--- config.mk ---
export PLATFORM = sky130hd
export DESIGN_NAME = machine_ctrl
export DESIGN_NICKNAME = d
export VERILOG_FILES = /design/src/rtl/machine_ctrl.sv
export SDC_FILE = /design/constraint.sdc
export NUM_CORES = 1
export LEC_CHECK = 0
export ABC_AREA = 1
export ABC_CLOCK_PERIOD_IN_PS = 3500
export CAP_MARGIN = 40
export CORE_AREA = 5 5 42 44
export DETAILED_ROUTE_END_ITERATION = 8
export DIE_AREA = 0 0 47 49
export PLACE_DENSITY = 0.82
export SLEW_MARGIN = 40
export SYNTH_ARGS = -nofsm -noshare
export SYNTH_HDL_FRONTEND = slang
export SYNTH_SLANG_ARGS = --single-unit
--- constraint.sdc ---
create_clock -name clk -period 3.5 [get_ports clk]
set_clock_uncertainty 0.1 [all_clocks]
set_input_delay 0.7 -clock clk [delete_from_list [all_inputs] [get_ports clk]]
set_output_delay 0.7 -clock clk [all_outputs]
set_load 0.02 [all_outputs]
--- src/rtl/machine_ctrl.sv ---
// Instruction-cycle sequencer for the 8-bit RISC core: an 8-state fetch/execute loop
// that decodes state, latched opcode and the zero flag into datapath strobes.
module machine_ctrl #(
    parameter logic [2:0] HLT  = 3'b000,
    parameter logic [2:0] SKZ  = 3'b001,
    parameter logic [2:0] ADD  = 3'b010,
    parameter logic [2:0] ANDD = 3'b011,
    parameter logic [2:0] XORR = 3'b100,
    parameter logic [2:0] LDA  = 3'b101,
    parameter logic [2:0] STO  = 3'b110,
    parameter logic [2:0] JMP  = 3'b111
) (
    input  logic       clk,
    input  logic       rst_n,
    input  logic       ena,
    input  logic [2:0] opcode,
    input  logic       zero,
    output logic [2:0] state,
    output logic       inc_pc,
    output logic       load_pc,
    output logic       load_acc,
    output logic       load_ir,
    output logic       rd,
    output logic       wr,
    output logic       datactl_ena,
    output logic       alu_ena,
    output logic       halt,
    output logic       instr_done
);

    localparam int unsigned SW = 3;

    localparam logic [SW-1:0] S0 = 3'd0;
    localparam logic [SW-1:0] S1 = 3'd1;
    localparam logic [SW-1:0] S2 = 3'd2;
    localparam logic [SW-1:0] S3 = 3'd3;
    localparam logic [SW-1:0] S4 = 3'd4;
    localparam logic [SW-1:0] S5 = 3'd5;
    localparam logic [SW-1:0] S6 = 3'd6;
    localparam logic [SW-1:0] S7 = 3'd7;

    logic [SW-1:0] state_q, state_d;
    logic [2:0]    op_q, op_d;
    logic          halted_q, halted_d;
    logic          run_c;
    logic          alu_op_c;

    assign run_c    = ena && !halted_q;
    assign alu_op_c = (op_q == ADD) || (op_q == ANDD) || (op_q == XORR) || (op_q == LDA);

    // State, latched opcode and sticky halt flag
    always_ff @(posedge clk or negedge rst_n) begin
        if (!rst_n) begin
            state_q  <= S0;
            op_q     <= HLT;
            halted_q <= 1'b0;
        end else begin
            state_q  <= state_d;
            op_q     <= op_d;
            halted_q <= halted_d;
        end
    end

    // Next state: advance while running; HLT leaves S3 straight to a parked S0
    always_comb begin
        state_d  = S0;
        op_d     = op_q;
        halted_d = halted_q;
        if (run_c) begin
            state_d = SW'(state_q + 3'd1);
            if (state_q == S2) begin
                op_d = opcode;
            end
            if (state_q == S3 && op_q == HLT) begin
                state_d  = S0;
                halted_d = 1'b1;
            end
        end
    end

    // Strobe decode, forced quiet while stopped or halted
    always_comb begin
        inc_pc      = 1'b0;
        load_pc     = 1'b0;
        load_acc    = 1'b0;
        load_ir     = 1'b0;
        rd          = 1'b0;
        wr          = 1'b0;
        datactl_ena = 1'b0;
        alu_ena     = 1'b0;
        instr_done  = 1'b0;
        if (run_c) begin
            case (state_q)
                S0: begin
                    rd      = 1'b1;
                    load_ir = 1'b1;
                end
                S1: begin
                    rd      = 1'b1;
                    load_ir = 1'b1;
                    inc_pc  = 1'b1;
                end
                S3: inc_pc = 1'b1;
                S4: begin
                    if (alu_op_c) begin
                        rd      = 1'b1;
                        alu_ena = 1'b1;
                    end else if (op_q == JMP) begin
                        load_pc = 1'b1;
                    end else if (op_q == STO) begin
                        datactl_ena = 1'b1;
                        alu_ena     = 1'b1;
                    end
                end
                S5: begin
                    if (alu_op_c) begin
                        rd       = 1'b1;
                        load_acc = 1'b1;
                    end else if (op_q == SKZ) begin
                        inc_pc = zero;
                    end else if (op_q == JMP) begin
                        load_pc = 1'b1;
                        inc_pc  = 1'b1;
                    end else if (op_q == STO) begin
                        wr          = 1'b1;
                        datactl_ena = 1'b1;
                    end
                end
                S6: begin
                    if (alu_op_c) begin
                        rd = 1'b1;
                    end else if (op_q == STO) begin
                        datactl_ena = 1'b1;
                    end
                end
                S7: begin
                    inc_pc     = (op_q == SKZ) && zero;
                    instr_done = 1'b1;
                end
                default: ;
            endcase
        end
    end

    assign state = state_q;
    assign halt  = halted_q;

endmodule

## Word level (Yosys, flattened, before mapping)

Index checks and enable logic that the tools add are counted.

- Bits in writable memories: 0
- Flip-flop bits (word level): 7
- Bits in latches: 0
- Output and inout port bits: 13
- Memory bits (read-only): 0
- Input bits: 7
- Logic and storage cells: 66
- Memories: 0

- Equal/unequal tests: 14
- Bitwise operators: 0
- Multiply operators: 0
- $add $sub $neg: 1
- Reduce and logical (&&, ||, !) cells: 14
- Magnitude comparators: 0
- Muxes and demuxes: 34
- Div/mod/pow operators: 0
- Shift-type cells: 0

Operators by type and width:

| cell | count |
|---|---|
| 1-bit 2-to-1 mux | 28 |
| 3-bit equality test, second input constant | 8 |
| 3-bit by 2-bit equality test with 1-bit output, second input constant | 4 |
| 3-bit by 1-bit equality test with 1-bit output, second input constant | 2 |
| 3-bit zero test | 2 |
| 3-bit 2-to-1 mux | 2 |
| 1-bit case mux with 3 select lines | 2 |
| 1-bit case mux with 2 select lines | 2 |
| 2-bit AND reduction | 2 |
| 2-bit OR reduction | 2 |
| 3-bit by 1-bit adder with 3-bit output, second input constant | 1 |
| 1-bit logical AND | 3 |
| 1-bit logical OR | 3 |
| 3-bit OR reduction | 1 |
| 1-bit zero test | 1 |

## Longest topological paths before layout

- Word-level depth: 7
- Gate-level depth with buffers: 6
- Mapped depth without buffers: 6

## Least setup slack after synthesis

No wires, ideal clock.

- Path type: flip-flop to output port
- From: register state_q[0] (netlist: state[0])
- To: output port load_pc
- Cell stages (with the launch flop): 5
- Data arrival time: 1534 ps
- Path slack: 1166 ps
- Data required time: 2700 ps
- Cell sequence: dfrtp_1 -> inv_1 -> ha_1 -> nor2_2 -> nor4_1

- Cells in the longest elaborated chain, start to end: 3
- Elaborated cells between the ends (all ways): 4
- Classes of those cells: 2 x eq/ne; 2 x mux

Ends and longest elaborated chain:

| what | RTL line | RTL |
|---|---|---|
| from (decl) | 42 | `logic [SW-1:0] state_q, state_d;` |
| from (signal assigned) | 58 | `state_q <= state_d;` |
| 3-bit equality test | 93 | `case (state_q)` |
| 1-bit case mux with 2 select lines * | 93 |  |
| 1-bit 2-to-1 mux * | 92 | `if (run_c) begin` |
| to (decl) | 20 | `output logic load_pc,` |

Mark *: on every way between the ends. The rest lies on a longest branch, timed or not.

## Worst setup path in the final report

- From: input port ena
- To: output port load_pc

- Cells in the longest elaborated chain, start to end: 2

Ends and longest elaborated chain:

| what | RTL line | RTL |
|---|---|---|
| from (decl) | 15 | `input logic ena,` |
| 1-bit logical AND | 48 | `assign run_c = ena && !halted_q;` |
| 1-bit 2-to-1 mux | 92 |  |

Every way passes these cells.

==> impl_metrics.csv <==
group,metric,value,unit
outcome,outcome,"finished clean",
floorplanning,initial_core_util,37.14,%
cts,clkLatencyLatePin,0.24,ns
logic_synthesis,synth.avg_cell_area,7.543,um2
cts,clkTransAtPathRegs,0.05,ns
drt,vias_per_cell,4.500,
timing,slew_headroom,77.02,%
logic_synthesis,synth_nets,82,
worst_setup_path,r2r_slack,2.19,ns
floorplanning,die_w,47,um
timing,finalCriticalPeriod,3.067,ns
drt,first_pass_iters,3,
global_routing,grt_overflow,0,
drt,first_iter_violations,2,
pwr,leakagePower,0.3522,nW
global_routing,grt_pass1_wl,2076,um
cts,post-cts-setup-buffers,0,
global_routing,grt_usage,12.05,%
cts,numClockSinks,7,
worst_setup_path,end_kind,"output pin",
placement,placed_area,730.7,um2
global_routing,antenna_found_initial,0,
logic_synthesis,synth_area,520.5,um2
pwr,vdd_drop_max,0.0001990,V
logic_synthesis,syn_inst,69,
timing,grt_setup_unrepaired,"false",
floorplanning,die_h,49,um
drt,drc,0,
cts,post_cts_resized,0,
logic_synthesis,yosysUniqueCellTypes,20,
final_layout,layout_commonest_cell,"clkdlybuf4s50_1",
pwr,p_per_area,211.1,nW/um2
final_layout,fin_util,54.02,%
cts,holdBufCountCts,0,
floorplanning,rows,14,
logic_synthesis,ys_ff_latch,7,
floorplanning,coreArea,1401,um2
worst_setup_path,path_class,"primary input to output pin",
worst_setup_path,worstPathArrival,2.27,ns
placement,portBuffers,19,
cts,cts_buffers,3,
final_layout,area_growth,45.43,%
placement,gp_congestion,0.7708,
worst_setup_path,cp.required,2.70,ns
timing,final.period_utilization,87.64,%
drt,wl_per_cell,10.58,um
global_routing,first_global_vias,511,
worst_setup_path,worstSetupStartpointType,"primary input",
drt,antenna_left,0,
placement,hpwl,951.3,um
worst_setup_path,cp_max_fo,5,
cts,clock_path_buffers,2,
final_layout,layout_common_cells,"19 x clkdlybuf4s50_1, 14 x inv_1, 13 x nand2_1, 9 x nor2_1, 7 x dfrtp_1",
timing,finalHoldViolCount,0,
pwr,power.total,159.8,uW
timing,whs,0.4437,ns
drt,vias,486,
timing,worstMarginPinSlew,0.3416,ns
global_routing,grt_start_max_net_pins,8,
timing,setup_violations,0,
cts,cts_tree,"yes",
logic_synthesis,yosysWarnings,0,
timing,fin_setup_tns,0,ns
worst_hold_path,hp-class,"flip-flop to flip-flop",
floorplanning,floorplan.die_area,2303,um2
timing,max_freq,0.3260,GHz
final_layout,drive_above_1_share,13.04,%
final_layout,layout.nets,106,
final_layout,antenna_cells,0,
logic_synthesis,yosysSeqAreaShare,33.65,%
job,cap_violations,0,
floorplanning,ios,20,
cts,cts.htree.levels,1,
final_layout,design_area,757.0,um2
timing,drv_slew,0,
cts,cts_root_buf,"clkbuf_4",
drt,routed_wirelength,1143,um
==> cell usage after synthesis <==
cell,instances,area share (%)
a21oi_1,1,0.96
nor2_1,9,6.5
nor3_2,1,1.9
clkinv_2,1,0.96
xnor2_1,1,1.7
nor3_1,1,0.96
a21oi_2,1,1.7
nand2_2,1,1.2
inv_1,14,10
nor2_2,2,2.4
ha_1,6,14
o21ai_0,3,2.9
nand3_1,3,2.9
dfrtp_1,7,34
o22ai_2,1,2.4
nand2_1,13,9.4
nand3_2,1,1.9
o21ai_2,1,1.7
nor4_1,1,1.2
and3_1,1,1.2
==> path summary, 6_finish.rpt <==
| check | start | end | depth (start not counted) |
|---|---|---|---|
| worst max-delay path | ena | load_pc | 4 |
| worst min-delay path | state[0] | state[0] | 1 |
| worst max register to register | state[0] | state[0] | 5 |
| worst min register to register | state[0] | state[0] | 1 |
| max in group asynchronous | rst_n | state[1] | 1 |
| min in group asynchronous | rst_n | op_q[0] | 1 |
==> routing by layer <==
metal	track usage, %	vias up	wire, um
met2	20.59	10	607
met4	6.912	0	10
met3	2.214	2	69
met5	0	-	0
li1	-	260	-
met1	13.00	214	456
==> kinds of logic (layout without fill, tap and decap cells) <==
family	after synthesis	in the layout	share of synthesized area (%)
simple gates	33	33	29.57
fa+ha+maj	6	6	14.42
flops	7	7	33.65
xor+xnor	1	1	1.683
compound gates	7	7	9.614
buf+inv	15	38	11.06
==> stage by stage <==
stage,std cells,setup slack (ns)
after detailed placement,104,0.4671
after global placement,104,0.4878
after global routing,108,0.3229
after floorplan,69,1.166
after CTS,108,0.4165
final,108,0.4325
==> report_power, final <==
group	internal, mW	leakage, nW	switching (mW)	total, mW
clock network	0.0432	0.0150	0.0259	0.0692
logic	0.00637	0.250	0.00311	0.00948
registers	0.0811	0.0874	0	0.0811
==> final cells by class <==
cell class / instances / area (um2)
Sequential cell: 7 / 175.2
Clock buffer: 4 / 26.28
Fill cell: 138 / 644.4
Timing Repair Buffer: 19 / 190.2
Tap cell: 16 / 20.02
Multi-Input combinational cell: 47 / 287.8
Inverter: 15 / 57.56
==> critical path, cell delays in order <==
cell and delay (ns):
clkdlybuf4s50_1 0.47, nand2_2 0.09, nor4_1 0.33, clkdlybuf4s50_1 0.69
==> registers in the layout, indices dropped and copies added, names as in the netlist <==
signal and flops:
op_q 3, halt 1, state 3
Power figures use the tool's default switching activity.
